$ cat config.mk
export PLATFORM = sky130hd
export DESIGN_NAME = encode_sample_scheduler
export DESIGN_NICKNAME = d
export VERILOG_FILES = /design/src/rtl/pcg_encode_pkg.sv /design/src/rtl/encode_period_timer.sv /design/src/rtl/encode_sample_scheduler.sv
export SDC_FILE = /design/constraint.sdc
export NUM_CORES = 1
export LEC_CHECK = 0
export CAP_MARGIN = 40
export CORE_UTILIZATION = 51
export DETAILED_ROUTE_END_ITERATION = 10
export PLACE_DENSITY = 0.86
export SYNTH_ARGS = -nofsm -noshare
export SYNTH_HDL_FRONTEND = slang
export SYNTH_HIERARCHICAL = 1
export SYNTH_SLANG_ARGS = --single-unit
$ cat constraint.sdc
create_clock -name clk_i -period 11.1 [get_ports clk_i]
set_clock_uncertainty 0.2 [all_clocks]
set_input_delay 3.33 -clock clk_i [delete_from_list [all_inputs] [get_ports clk_i]]
set_output_delay 3.33 -clock clk_i [all_outputs]
set_load 0.02 [all_outputs]
$ cat src/rtl/pcg_encode_pkg.sv
// Shared definitions for the precise-encode path: sample width, default period
// and the sampling scheduler state encoding.
package pcg_encode_pkg;

   localparam int ENCODE_WID     = 32;
   localparam int DEFAULT_PERIOD = 4000;

   typedef enum logic [2:0] {
      ST_IDLE      = 3'd0,
      ST_WAIT_TICK = 3'd1,
      ST_REQ       = 3'd2,
      ST_CHECK     = 3'd3,
      ST_FAULT     = 3'd4
   } enc_state_e;

endpackage

$ cat src/rtl/encode_period_timer.sv
// Loadable down-counter: ticks for one cycle at zero and reloads the latched
// value, so consecutive ticks are exactly (load value + 1) enabled cycles apart.
module encode_period_timer #(
   parameter int WID = 16
) (
   input  logic           clk_i,
   input  logic           rst_n_i,
   input  logic           load_i,
   input  logic [WID-1:0] load_val_i,
   input  logic           en_i,
   output logic           tick_o
);

   logic [WID-1:0] cnt_q, cnt_d;
   logic [WID-1:0] reload_q;

   assign tick_o = en_i && (cnt_q == '0);

   always_comb begin
      cnt_d = cnt_q;
      if (load_i) begin
         cnt_d = load_val_i;
      end else if (en_i) begin
         cnt_d = (cnt_q == '0) ? reload_q : cnt_q - WID'(1);
      end
   end

   always_ff @(posedge clk_i) begin
      if (!rst_n_i) begin
         cnt_q    <= '0;
         reload_q <= '0;
      end else begin
         cnt_q <= cnt_d;
         if (load_i) begin
            reload_q <= load_val_i;
         end
      end
   end

endmodule

$ cat src/rtl/encode_sample_scheduler.sv
// Periodic W/X encoder sampler with held-sample substitution and miss fault.
// Optional statistics counters are built when ENC_SAMPLE_STAT_EN is defined.
module encode_sample_scheduler
   import pcg_encode_pkg::*;
#(
   parameter int ENCODE_WID  = pcg_encode_pkg::ENCODE_WID,
   parameter int PERIOD_WID  = 16,
   parameter int MIN_PERIOD  = 64,
   parameter int ACK_TIMEOUT = 32,
   parameter int MAX_MISS    = 3
) (
   input  logic                  clk_i,
   input  logic                  rst_n_i,
   input  logic                  scan_start_i,
   input  logic                  scan_stop_i,
   input  logic [PERIOD_WID-1:0] period_cfg_i,
   input  logic                  fault_clr_i,
   output logic                  enc_req_o,
   input  logic                  enc_ack_i,
   input  logic [ENCODE_WID-1:0] enc_w_i,
   input  logic [ENCODE_WID-1:0] enc_x_i,
   output logic                  encode_update_o,
   output logic [ENCODE_WID-1:0] encode_w_o,
   output logic [ENCODE_WID-1:0] encode_x_o,
   output logic                  x_zero_flag_o,
   output logic                  busy_o,
   output logic                  fault_o,
   output logic [2:0]            state_o
`ifdef ENC_SAMPLE_STAT_EN
   ,
   output logic [31:0]           stat_sample_cnt_o,
   output logic [15:0]           stat_miss_cnt_o,
   output logic [15:0]           stat_overrun_cnt_o
`endif
);

   localparam int TO_W   = $clog2(ACK_TIMEOUT + 1);
   localparam int MISS_W = $clog2(MAX_MISS + 1);
   localparam logic [TO_W-1:0]       TO_LAST  = TO_W'(ACK_TIMEOUT);
   localparam logic [MISS_W-1:0]     MISS_MAX = MISS_W'(MAX_MISS);
   localparam logic [PERIOD_WID-1:0] MIN_P    = PERIOD_WID'(MIN_PERIOD);

   enc_state_e            state_q;
   logic                  req_q;
   logic                  update_q;
   logic                  xzero_q;
   logic                  busy_q;
   logic                  fault_q;
   logic [ENCODE_WID-1:0] w_q;
   logic [ENCODE_WID-1:0] x_q;
   logic [TO_W-1:0]       to_cnt_q;
   logic [MISS_W-1:0]     miss_q;

   logic                  start_go;
   logic                  busy_state;
   logic                  timeout_hit;
   logic                  tick;
   logic [PERIOD_WID-1:0] p_eff;
   logic [PERIOD_WID-1:0] p_load;
   logic [MISS_W-1:0]     miss_inc;
   logic                  miss_trip;

   assign busy_state  = (state_q == ST_WAIT_TICK) || (state_q == ST_REQ) ||
                        (state_q == ST_CHECK);
   assign start_go    = (state_q == ST_IDLE) && scan_start_i && !scan_stop_i;
   assign p_eff       = (period_cfg_i < MIN_P) ? MIN_P : period_cfg_i;
   assign p_load      = p_eff - PERIOD_WID'(1);
   assign timeout_hit = (to_cnt_q == TO_LAST);
   assign miss_inc    = (miss_q == MISS_MAX) ? miss_q : miss_q + MISS_W'(1);
   assign miss_trip   = (miss_inc == MISS_MAX);

   // The period keeps counting through REQ and CHECK so sample spacing stays
   // exactly P; a tick arriving outside WAIT_TICK is simply not acted on.
   encode_period_timer #(
      .WID (PERIOD_WID)
   ) u_period_timer (
      .clk_i      (clk_i),
      .rst_n_i    (rst_n_i),
      .load_i     (start_go),
      .load_val_i (p_load),
      .en_i       (busy_state),
      .tick_o     (tick)
   );

   // Handshake: enc_req_o rises on entry to REQ and stays high until an ack is
   // sampled or the timeout expires; enc_ack_i is only looked at in REQ, so an
   // ack with enc_req_o low is ignored and one request at most is outstanding.
   always_ff @(posedge clk_i) begin
      if (!rst_n_i) begin
         state_q  <= ST_IDLE;
         req_q    <= 1'b0;
         update_q <= 1'b0;
         xzero_q  <= 1'b0;
         busy_q   <= 1'b0;
         fault_q  <= 1'b0;
         w_q      <= '0;
         x_q      <= '0;
         to_cnt_q <= '0;
         miss_q   <= '0;
      end else begin
         update_q <= 1'b0;
         xzero_q  <= 1'b0;
         if (busy_state && scan_stop_i) begin
            state_q  <= ST_IDLE;
            req_q    <= 1'b0;
            xzero_q  <= 1'b1;
            busy_q   <= 1'b0;
         end else begin
            case (state_q)
               ST_IDLE: begin
                  if (start_go) begin
                     state_q  <= ST_REQ;
                     req_q    <= 1'b1;
                     xzero_q  <= 1'b1;
                     busy_q   <= 1'b1;
                     miss_q   <= '0;
                     to_cnt_q <= '0;
                  end
               end
               ST_WAIT_TICK: begin
                  if (tick) begin
                     state_q  <= ST_REQ;
                     req_q    <= 1'b1;
                     to_cnt_q <= '0;
                  end
               end
               ST_REQ: begin
                  if (enc_ack_i) begin
                     state_q  <= ST_CHECK;
                     req_q    <= 1'b0;
                     update_q <= 1'b1;
                     w_q      <= enc_w_i;
                     x_q      <= enc_x_i;
                     miss_q   <= '0;
                  end else if (timeout_hit) begin
                     // A miss re-presents the held sample unless it trips the fault.
                     state_q  <= ST_CHECK;
                     req_q    <= 1'b0;
                     update_q <= !miss_trip;
                     miss_q   <= miss_inc;
                  end else begin
                     to_cnt_q <= to_cnt_q + TO_W'(1);
                  end
               end
               ST_CHECK: begin
                  if (miss_q == MISS_MAX) begin
                     state_q <= ST_FAULT;
                     fault_q <= 1'b1;
                     busy_q  <= 1'b0;
                  end else begin
                     state_q <= ST_WAIT_TICK;
                  end
               end
               ST_FAULT: begin
                  if (fault_clr_i) begin
                     state_q <= ST_IDLE;
                     fault_q <= 1'b0;
                  end
               end
               default: begin
                  state_q <= ST_IDLE;
                  req_q   <= 1'b0;
                  busy_q  <= 1'b0;
               end
            endcase
         end
      end
   end

   assign enc_req_o       = req_q;
   assign encode_update_o = update_q;
   assign encode_w_o      = w_q;
   assign encode_x_o      = x_q;
   assign x_zero_flag_o   = xzero_q;
   assign busy_o          = busy_q;
   assign fault_o         = fault_q;
   assign state_o         = state_q;

`ifdef ENC_SAMPLE_STAT_EN
   logic [31:0] stat_sample_q;
   logic [15:0] stat_miss_q;
   logic [15:0] stat_overrun_q;
   logic        good_rd;
   logic        miss_ev;
   logic        overrun_ev;

   assign good_rd    = (state_q == ST_REQ) && enc_ack_i && !scan_stop_i;
   assign miss_ev    = (state_q == ST_REQ) && !enc_ack_i && timeout_hit && !scan_stop_i;
   assign overrun_ev = tick && ((state_q == ST_REQ) || (state_q == ST_CHECK));

   always_ff @(posedge clk_i) begin
      if (!rst_n_i || start_go) begin
         stat_sample_q  <= '0;
         stat_miss_q    <= '0;
         stat_overrun_q <= '0;
      end else begin
         if (good_rd) begin
            stat_sample_q <= stat_sample_q + 32'd1;
         end
         if (miss_ev) begin
            stat_miss_q <= stat_miss_q + 16'd1;
         end
         if (overrun_ev) begin
            stat_overrun_q <= stat_overrun_q + 16'd1;
         end
      end
   end

   assign stat_sample_cnt_o  = stat_sample_q;
   assign stat_miss_cnt_o    = stat_miss_q;
   assign stat_overrun_cnt_o = stat_overrun_q;
`endif

endmodule

==> results by group, run 1 <==
Outcome
  – Status: complete, no violations

Placement
  – Inst Count DP: 916
  – Post-DP HPWL: about 10000 um
  – Placer congestion estimate: a little over 0.9
  – DP Area: 0.00693 mm2
  – Dpl ws: ~4500 ps
  – Port Buffers: roughly 160

STA
  – Hold WS: between 200 and 300 ps
  – Tcrit/Tclk final: 0.564
  – Final setup viols: 0
  – Tmin final: between 6000 and 7000 ps
  – RSZ-0062 raised after global routing: no
  – Pins Over Slew Limit: 0
  – Max-slew headroom: 0.433
  – Fmax: about 160 MHz
  – Fin. Hold Viols: 0
  – Final TNS setup: 0 ps
  – Slew @ Worst Pin: between 800 and 900 ps
  – Worst Setup Slack, final: approximately 4800 ps

Global routing
  – Largest net degree at the start of global routing: slightly above 70
  – Total GRT Usage: 0.264
  – Vias in the first global route: approximately 4900
  – GRT overflow: 0
  – Antenna violations before repair: 0
  – First-pass GRT wire length: approximately 23000 um

Power
  – Pwr Total: around 0.96 mW
  – Pwr dens: approximately 130 mW/mm2
  – Total leakage power: ~2.5 nW
  – Max IR drop VDD: between 0.07 and 0.08 mV

Worst setup path
  – Worst R2R Path Depth: 9
  – Slowest cell on crit path: clkdlybuf4s50_1
  – Crit path from: period_cfg_i[12]
  – WS Path Type: in -> reg
  – Worst Setup EP: u_period_timer/cnt_q[14]$_SDFFE_PN0P_
  – Worst path top cell family by delay: simple AND/OR/NAND/NOR gates
  – WP depth: 10
  – Worst EP required: around 11000 ps
  – RR Startpoint: u_period_timer/cnt_q[0]$_SDFFE_PN0P_
  – Setup crit end kind: register
  – CP cell instances: clkdlybuf4s50_1 > or3_1 > nand3b_1 > nand2_1 > ha_1 > nor4b_1 > nand3_1 > xnor2_1 > a22o_1 > a32o_1
  – Buf+Inv Stages, Crit Path: 1
  – CP max stage delay: roughly 480 ps
  – Startpoint Class: primary input
  – Crit path DAT: around 6300 ps
  – FF-to-FF setup slack: approximately 7700 ps
  – CP Max Fanout: 14
  – R2r endpoint: to_cnt_q[4]$_SDFFE_PN0P_

Synthesis
  – Post-synth EDFFs: 0
  – Post-synthesis mux area share: 0.0394
  – Post-Syn Instances: approximately 660
  – Syn Std Cell Area: ~0.0054 mm2
  – Unique masters post-synth: between 70 and 80
  – Yosys reg bits: roughly 110
  – Post-Synth Adder-Cell Area: 0.0116
  – Total nets after synthesis: ~760
  – Mean Syn Cell Area: 8.09 um2
  – Post-Synth XOR/XNOR Area: 0.0245
  – Share of flip-flops with an asynchronous set or reset: 0
  – Main synth FF type: dfxtp_1
  – Seq/Total Area, Yosys: 0.417
  – Main combinational cell family by area after synthesis: simple AND/OR/NAND/NOR gates
  – Synth Area in Compound Gates: 0.194
  – Ys Warns: 6
  – Simple-Gate Fraction of Synth Area: 0.258

Route
  – Via Count: between 5000 and 6000
  – Router iterations before antenna repair: 5
  – Antenna Nets Post-Route: 0
  – DRT iter0 DRCs: 387
  – Drt wl/cell: approximately 16 um
  – Total routed wirelength: approximately 14000 um
  – Vias per cell: around 5.7
  – Residual DRC: 0

Final layout
  – Share of layout cells above drive strength 1: 0.0540
  – Antenna cells: 0
  – Final cell count without fillers: 932
  – Final instance area: ~0.007 mm2
  – Final Util: 0.694
  – Commonest cells after routing, fill and taps aside: clkdlybuf4s50_1, nand2_1, dfxtp_1, a21oi_1, nor2_1
  – Most common cell after layout, fill and taps aside: clkdlybuf4s50_1
  – Area Overhead vs Synth: 32.8%
  – Final nets: slightly below 900

Floorplanning
  – Row count: 37
  – Die Height: ~100 um
  – IO Pins: 158
  – Initial Utilization: 0.523
  – Core area: 0.0103 mm2
  – Die Wd: between 100 and 150 um
  – Die Footprint: 0.0109 mm2

Clock network
  – Clock Sinks: between 100 and 150
  – Worst-path clk slew: roughly 100 ps
  – Worst skew pair latency: ~380 ps
  – CTS Buffer Depth: 2
  – H-tree depth: 3
  – Clk root buf: clkbuf_8
  – CTS tree: yes
  – CTS Buf Count: 9
  – Postcts setup bufs: 0
  – Post_cts resized: 0
  – CTS Hold Buffers Added: 0

Worst hold path
  – HP Class: reg -> reg

Flow run
  – Max-Cap Viols: 0
[cell families after synthesis]
logic type	Yosys count
AND/OR/NAND/NOR	291
AO/OA/AOI/OAI	158
flip-flops	112
buffers and inverters	62
multiplexers	21
XOR/XNOR	15
adder cells (fa/ha/maj)	5
[power breakdown]
group | leakage [nW] | switching [mW] | internal [mW] | total (mW)
Combinational | 1.47 | 0.138 | 0.120 | 0.258
Sequential | 0.909 | 0.0237 | 0.422 | 0.446
Clock | 0.102 | 0.145 | 0.109 | 0.254
Total | 2.49 | 0.306 | 0.651 | 0.957
[Yosys cell counts, types with 7 or more instances]
master	n	area, um2
nand4_1	7	43.8
clkbuf_1	21	78.8
and3_1	7	43.8
nand3_1	8	40.0
or3_1	9	56.3
a31oi_1	7	43.8
o21ai_0	16	80.1
nor4_1	10	62.6
nor3_1	13	65.1
buf_2	19	95.1
a22oi_1	7	52.6
mux2i_1	20	200
dfxtp_1	112	2240
nand2b_1	12	75.1
nor2_1	47	176
inv_1	14	52.6
a21oi_1	76	380
xnor2_1	11	96.3
nand2_1	146	548
[worst min path at each step]
stage | to | cells past startpoint | from | slack, ps
2_1_floorplan | u_period_timer/reload_q[10]$_SDFFE_PN0P_ | 2 | u_period_timer/reload_q[10]$_SDFFE_PN0P_ | 250
3_3_place_gp | encode_x_o[10]$_SDFFE_PN0P_ | 2 | encode_x_o[10]$_SDFFE_PN0P_ | 240
3_5_place_dp | encode_x_o[15]$_SDFFE_PN0P_ | 2 | encode_x_o[15]$_SDFFE_PN0P_ | 250
4_1_cts | encode_x_o[31]$_SDFFE_PN0P_ | 2 | encode_x_o[31]$_SDFFE_PN0P_ | 260
5_1_grt | encode_x_o[31]$_SDFFE_PN0P_ | 2 | encode_x_o[31]$_SDFFE_PN0P_ | 270
6_report | encode_x_o[31]$_SDFFE_PN0P_ | 2 | encode_x_o[31]$_SDFFE_PN0P_ | 260
[sequential cells by signal (all words and copies together) (netlist names), 2 cells and up]
name / count
state_o: 3
miss_q: 2
encode_x_o: 32
u_period_timer/cnt_q: 16
u_period_timer/reload_q: 16
encode_w_o: 32
to_cnt_q: 6
[per-layer routing]
layer  track usage  share of wire  vias to the layer above
li1              -              -                     2594
met1         0.316           0.41                     2443
met2         0.460           0.50                      215
met3        0.0524          0.061                       28
met4         0.111          0.026                        0
met5             0              0                        -
[layout make-up]
type                            count  area [um2]
Timing Repair Buffer              162        1610
Inverter                           16        60.1
Multi-Input combinational cell    490        2850
Fill cell                         806        3140
Sequential cell                   112        2240
Clock buffer                       10         128
Tap cell                          136         170
Clock inverter                      6        76.3
[worst min-delay path, delay by kind of cell, from the launching register on]
family	cells	cell delay, ps
and+or+nand+nor	1	50
DFF	1	320
AOI/OAI and AO/OA	1	50
Note: power is estimated with default switching activity, not from simulation.
==> run 2, diff against run 1 <==
--- a/config.mk
+++ b/config.mk
@@ -6,9 +6,9 @@
 export NUM_CORES = 1
 export LEC_CHECK = 0
 export CAP_MARGIN = 40
-export CORE_UTILIZATION = 51
+export CORE_UTILIZATION = 43
 export DETAILED_ROUTE_END_ITERATION = 10
-export PLACE_DENSITY = 0.86
+export PLACE_DENSITY = 0.78
 export SYNTH_ARGS = -nofsm -noshare
 export SYNTH_HDL_FRONTEND = slang
 export SYNTH_HIERARCHICAL = 1
==> constraint.sdc (replaced) <==
create_clock -name clk_i -period 5.45 [get_ports clk_i]
set_clock_uncertainty 0.2 [all_clocks]
set_input_delay 1.635 -clock clk_i [delete_from_list [all_inputs] [get_ports clk_i]]
set_output_delay 1.635 -clock clk_i [all_outputs]
set_load 0.02 [all_outputs]
==> results by group, run 2 (synthesis gave the netlist of run 1 again) <==
Outcome
  – Status: complete, no violations

Global routing
  – Vias in the first global route: 4989 (+1.6%)
  – First-pass GRT wire length: 24600 um (+4.7%)
  – Total GRT Usage: 0.239 (-0.0251)
  – Antenna violations before repair: 0 (unchanged)
  – GRT overflow: 0 (unchanged)
  – Largest net degree at the start of global routing: 65 (-9.7%)

Placement
  – Inst Count DP: 953 (+4.0%)
  – Dpl ws: 752 ps (-3730 ps)
  – Post-DP HPWL: 11200 um (+8.7%)
  – Placer congestion estimate: 0.915 (+0.93%)
  – Port Buffers: 157 (unchanged)

Floorplanning
  – IO Pins: 158 (unchanged)
  – Die Footprint: 0.0129 mm2 (+18%)
  – Die Wd: 114 um (+8.7%)
  – Die Height: 114 um (+8.7%)
  – Core area: 0.0121 mm2 (+18%)
  – Row count: 40 (+8.1%)
  – Initial Utilization: 0.444 (-0.0792)

Clock network
  – CTS tree: yes
  – CTS Buf Count: 9 (unchanged)
  – Worst-path clk slew: 80 ps (-20 ps)
  – Postcts setup bufs: 0 (unchanged)
  – CTS Buffer Depth: 2 (unchanged)
  – Clk root buf: clkbuf_16
  – Clock Sinks: 112 (unchanged)
  – Worst skew pair latency: 360 ps (-20 ps)
  – CTS Hold Buffers Added: 0 (unchanged)
  – Post_cts resized: 0 (unchanged)
  – H-tree depth: 3 (unchanged)

Final layout
  – Antenna cells: 0 (unchanged)
  – Final Util: 0.604 (-0.0902)
  – Area Overhead vs Synth: 36.2%
  – Final cell count without fillers: 969 (+4.0%)
  – Commonest cells after routing, fill and taps aside: clkdlybuf4s50_1, nand2_1, dfxtp_1, a21oi_1, nor2_1
  – Final nets: 887 (+0.57%)
  – Share of layout cells above drive strength 1: 0.0612 (+0.00715)
  – Most common cell after layout, fill and taps aside: clkdlybuf4s50_1
  – Fill cells: 1050 (+30%)

Route
  – Antenna Nets Post-Route: 0 (unchanged)
  – Metal-1 WL: 6400 um (+7.0%)
  – WL met2: 7930 um (+9.3%)
  – Router iterations before antenna repair: 5 (unchanged)
  – Met3 Routed Length: 860 um (-2.2%)
  – Residual DRC: 0 (unchanged)
  – Via Count: 5349 (+1.3%)
  – DRT iter0 DRCs: 482 (+25%)
  – Drt wl/cell: 16.1 um (+3.6%)
  – Vias per cell: 5.52 (-2.6%)
  – Total routed wirelength: 15600 um (+7.7%)
  – Uppermost layer routed: met4

Power
  – Cell-internal power: 1.44 mW (+120%)
  – Clock power share: 0.320 (+0.055)
  – Pwr Total: 2.11 mW (+120%)
  – P_sw: 0.677 mW (+120%)
  – Max IR drop VDD: 0.204 mV (+170%)
  – Gate power share: 0.250 (-0.020)
  – Pwr dens: 289 mW/mm2 (+120%)
  – Total leakage power: 2.55 nW (+2.7%)
  – Register share of total power: 0.430 (-0.035)
  – Sw Share: 0.320 (+0.000592)

Worst setup path
  – R2r endpoint: to_cnt_q[4]$_SDFFE_PN0P_
  – CP cell instances: clkdlybuf4s50_1 > nor4_1 > nand3b_1 > nand2_1 > ha_1 > nor4b_1 > nand3_1 > xnor2_1 > a22o_1 > a32o_1
  – CP Max Fanout: 10 (-4)
  – Worst path top cell family by delay: simple AND/OR/NAND/NOR gates
  – Buf+Inv Stages, Crit Path: 1 (unchanged)
  – Setup crit end kind: register
  – RR Startpoint: u_period_timer/cnt_q[0]$_SDFFE_PN0P_
  – Slowest cell on crit path: clkdlybuf4s50_1
  – FF-to-FF setup slack: 2060 ps (-5620 ps)
  – Crit path DAT: 4400 ps (-1930 ps)
  – CP max stage delay: 500 ps (+20 ps)
  – WS Path Type: in -> reg
  – Worst R2R Path Depth: 9 (unchanged)
  – Startpoint Class: primary input
  – Worst EP required: 5500 ps (-5670 ps)

STA
  – Max-slew headroom: 0.397 (-0.0359)
  – RSZ-0062 raised after global routing: no
  – Tmin final: around 4300 ps
  – Fin. Hold Viols: 0 (unchanged)
  – Tcrit/Tclk final: 0.797
  – Worst Setup Slack, final: 1110 ps (-3730 ps)
  – Fmax: 230 MHz
  – Slew @ Worst Pin: 897 ps (+51.4 ps)
  – Final TNS setup: 0 ps (unchanged)
  – Pins Over Slew Limit: 0 (unchanged)
  – Final setup viols: 0 (unchanged)

Flow run
  – Max-Cap Viols: 0 (unchanged)

Worst hold path
  – HP Class: reg -> reg
  – Worst Hold Depth: 2 (unchanged)
  – Hold path start: encode_x_o[24]$_SDFFE_PN0P_
  – Worst Hold End: encode_x_o[24]$_SDFFE_PN0P_
## run 2: cell type report
cell class | instances | area (um2) | share of cell area
inverter | 16 | 60.1 | 0.00821
multi-input combinational | 490 | 2850 | 0.389
timing repair buffer | 167 | 1650 | 0.225
sequential | 112 | 2240 | 0.306
clock buffer | 9 | 225 | 0.0308
clock inverter | 7 | 82.6 | 0.0113
tap | 168 | 210 | 0.0287
## run 2: metal layers
layer  vias to the layer above  global-route usage
met3                        33              0.0372
met1                      2509               0.280
met2                       203               0.430
li1                       2604                   -
met5                         -                   0
met4                         0               0.106
## run 2: worst max path at each step
stage	slack (ps)	depth (start not counted)	to	startpoint
after floorplan	1260	11	u_period_timer/cnt_q[14]$_SDFFE_PN0P_	period_cfg_i[13]
after global placement	880	10	u_period_timer/cnt_q[14]$_SDFFE_PN0P_	period_cfg_i[13]
after detailed placement	750	10	u_period_timer/cnt_q[14]$_SDFFE_PN0P_	period_cfg_i[12]
after CTS	1120	10	u_period_timer/cnt_q[14]$_SDFFE_PN0P_	period_cfg_i[12]
after global routing	930	10	u_period_timer/cnt_q[14]$_SDFFE_PN0P_	period_cfg_i[11]
final	1110	10	u_period_timer/cnt_q[14]$_SDFFE_PN0P_	period_cfg_i[11]
## run 2: through the flow
step / hold slack (ps) / area (um2)
4_1_cts: 257 / 7320
2_1_floorplan: 247 / 5370
5_1_grt: 268 / 7320
3_5_place_dp: 246 / 7010
3_3_place_gp: 241 / 7000
6_report: 255 / 7320
## run 2: power groups by stage
stage	logic (mW)	registers [mW]	clock network [mW]
detailed placement	0.522	0.925	0
floorplan	0.365	0.921	0
CTS	0.525	0.906	0.685
global route	0.575	0.914	0.720
global placement	0.503	0.923	0
finish	0.528	0.907	0.677
## run 2: tightest hold or removal path, delay by kind of cell, from the launching register on
family	cells	cell delay, ps
AOI/OAI and AO/OA	1	50
DFF	1	310
and+or+nand+nor	1	50
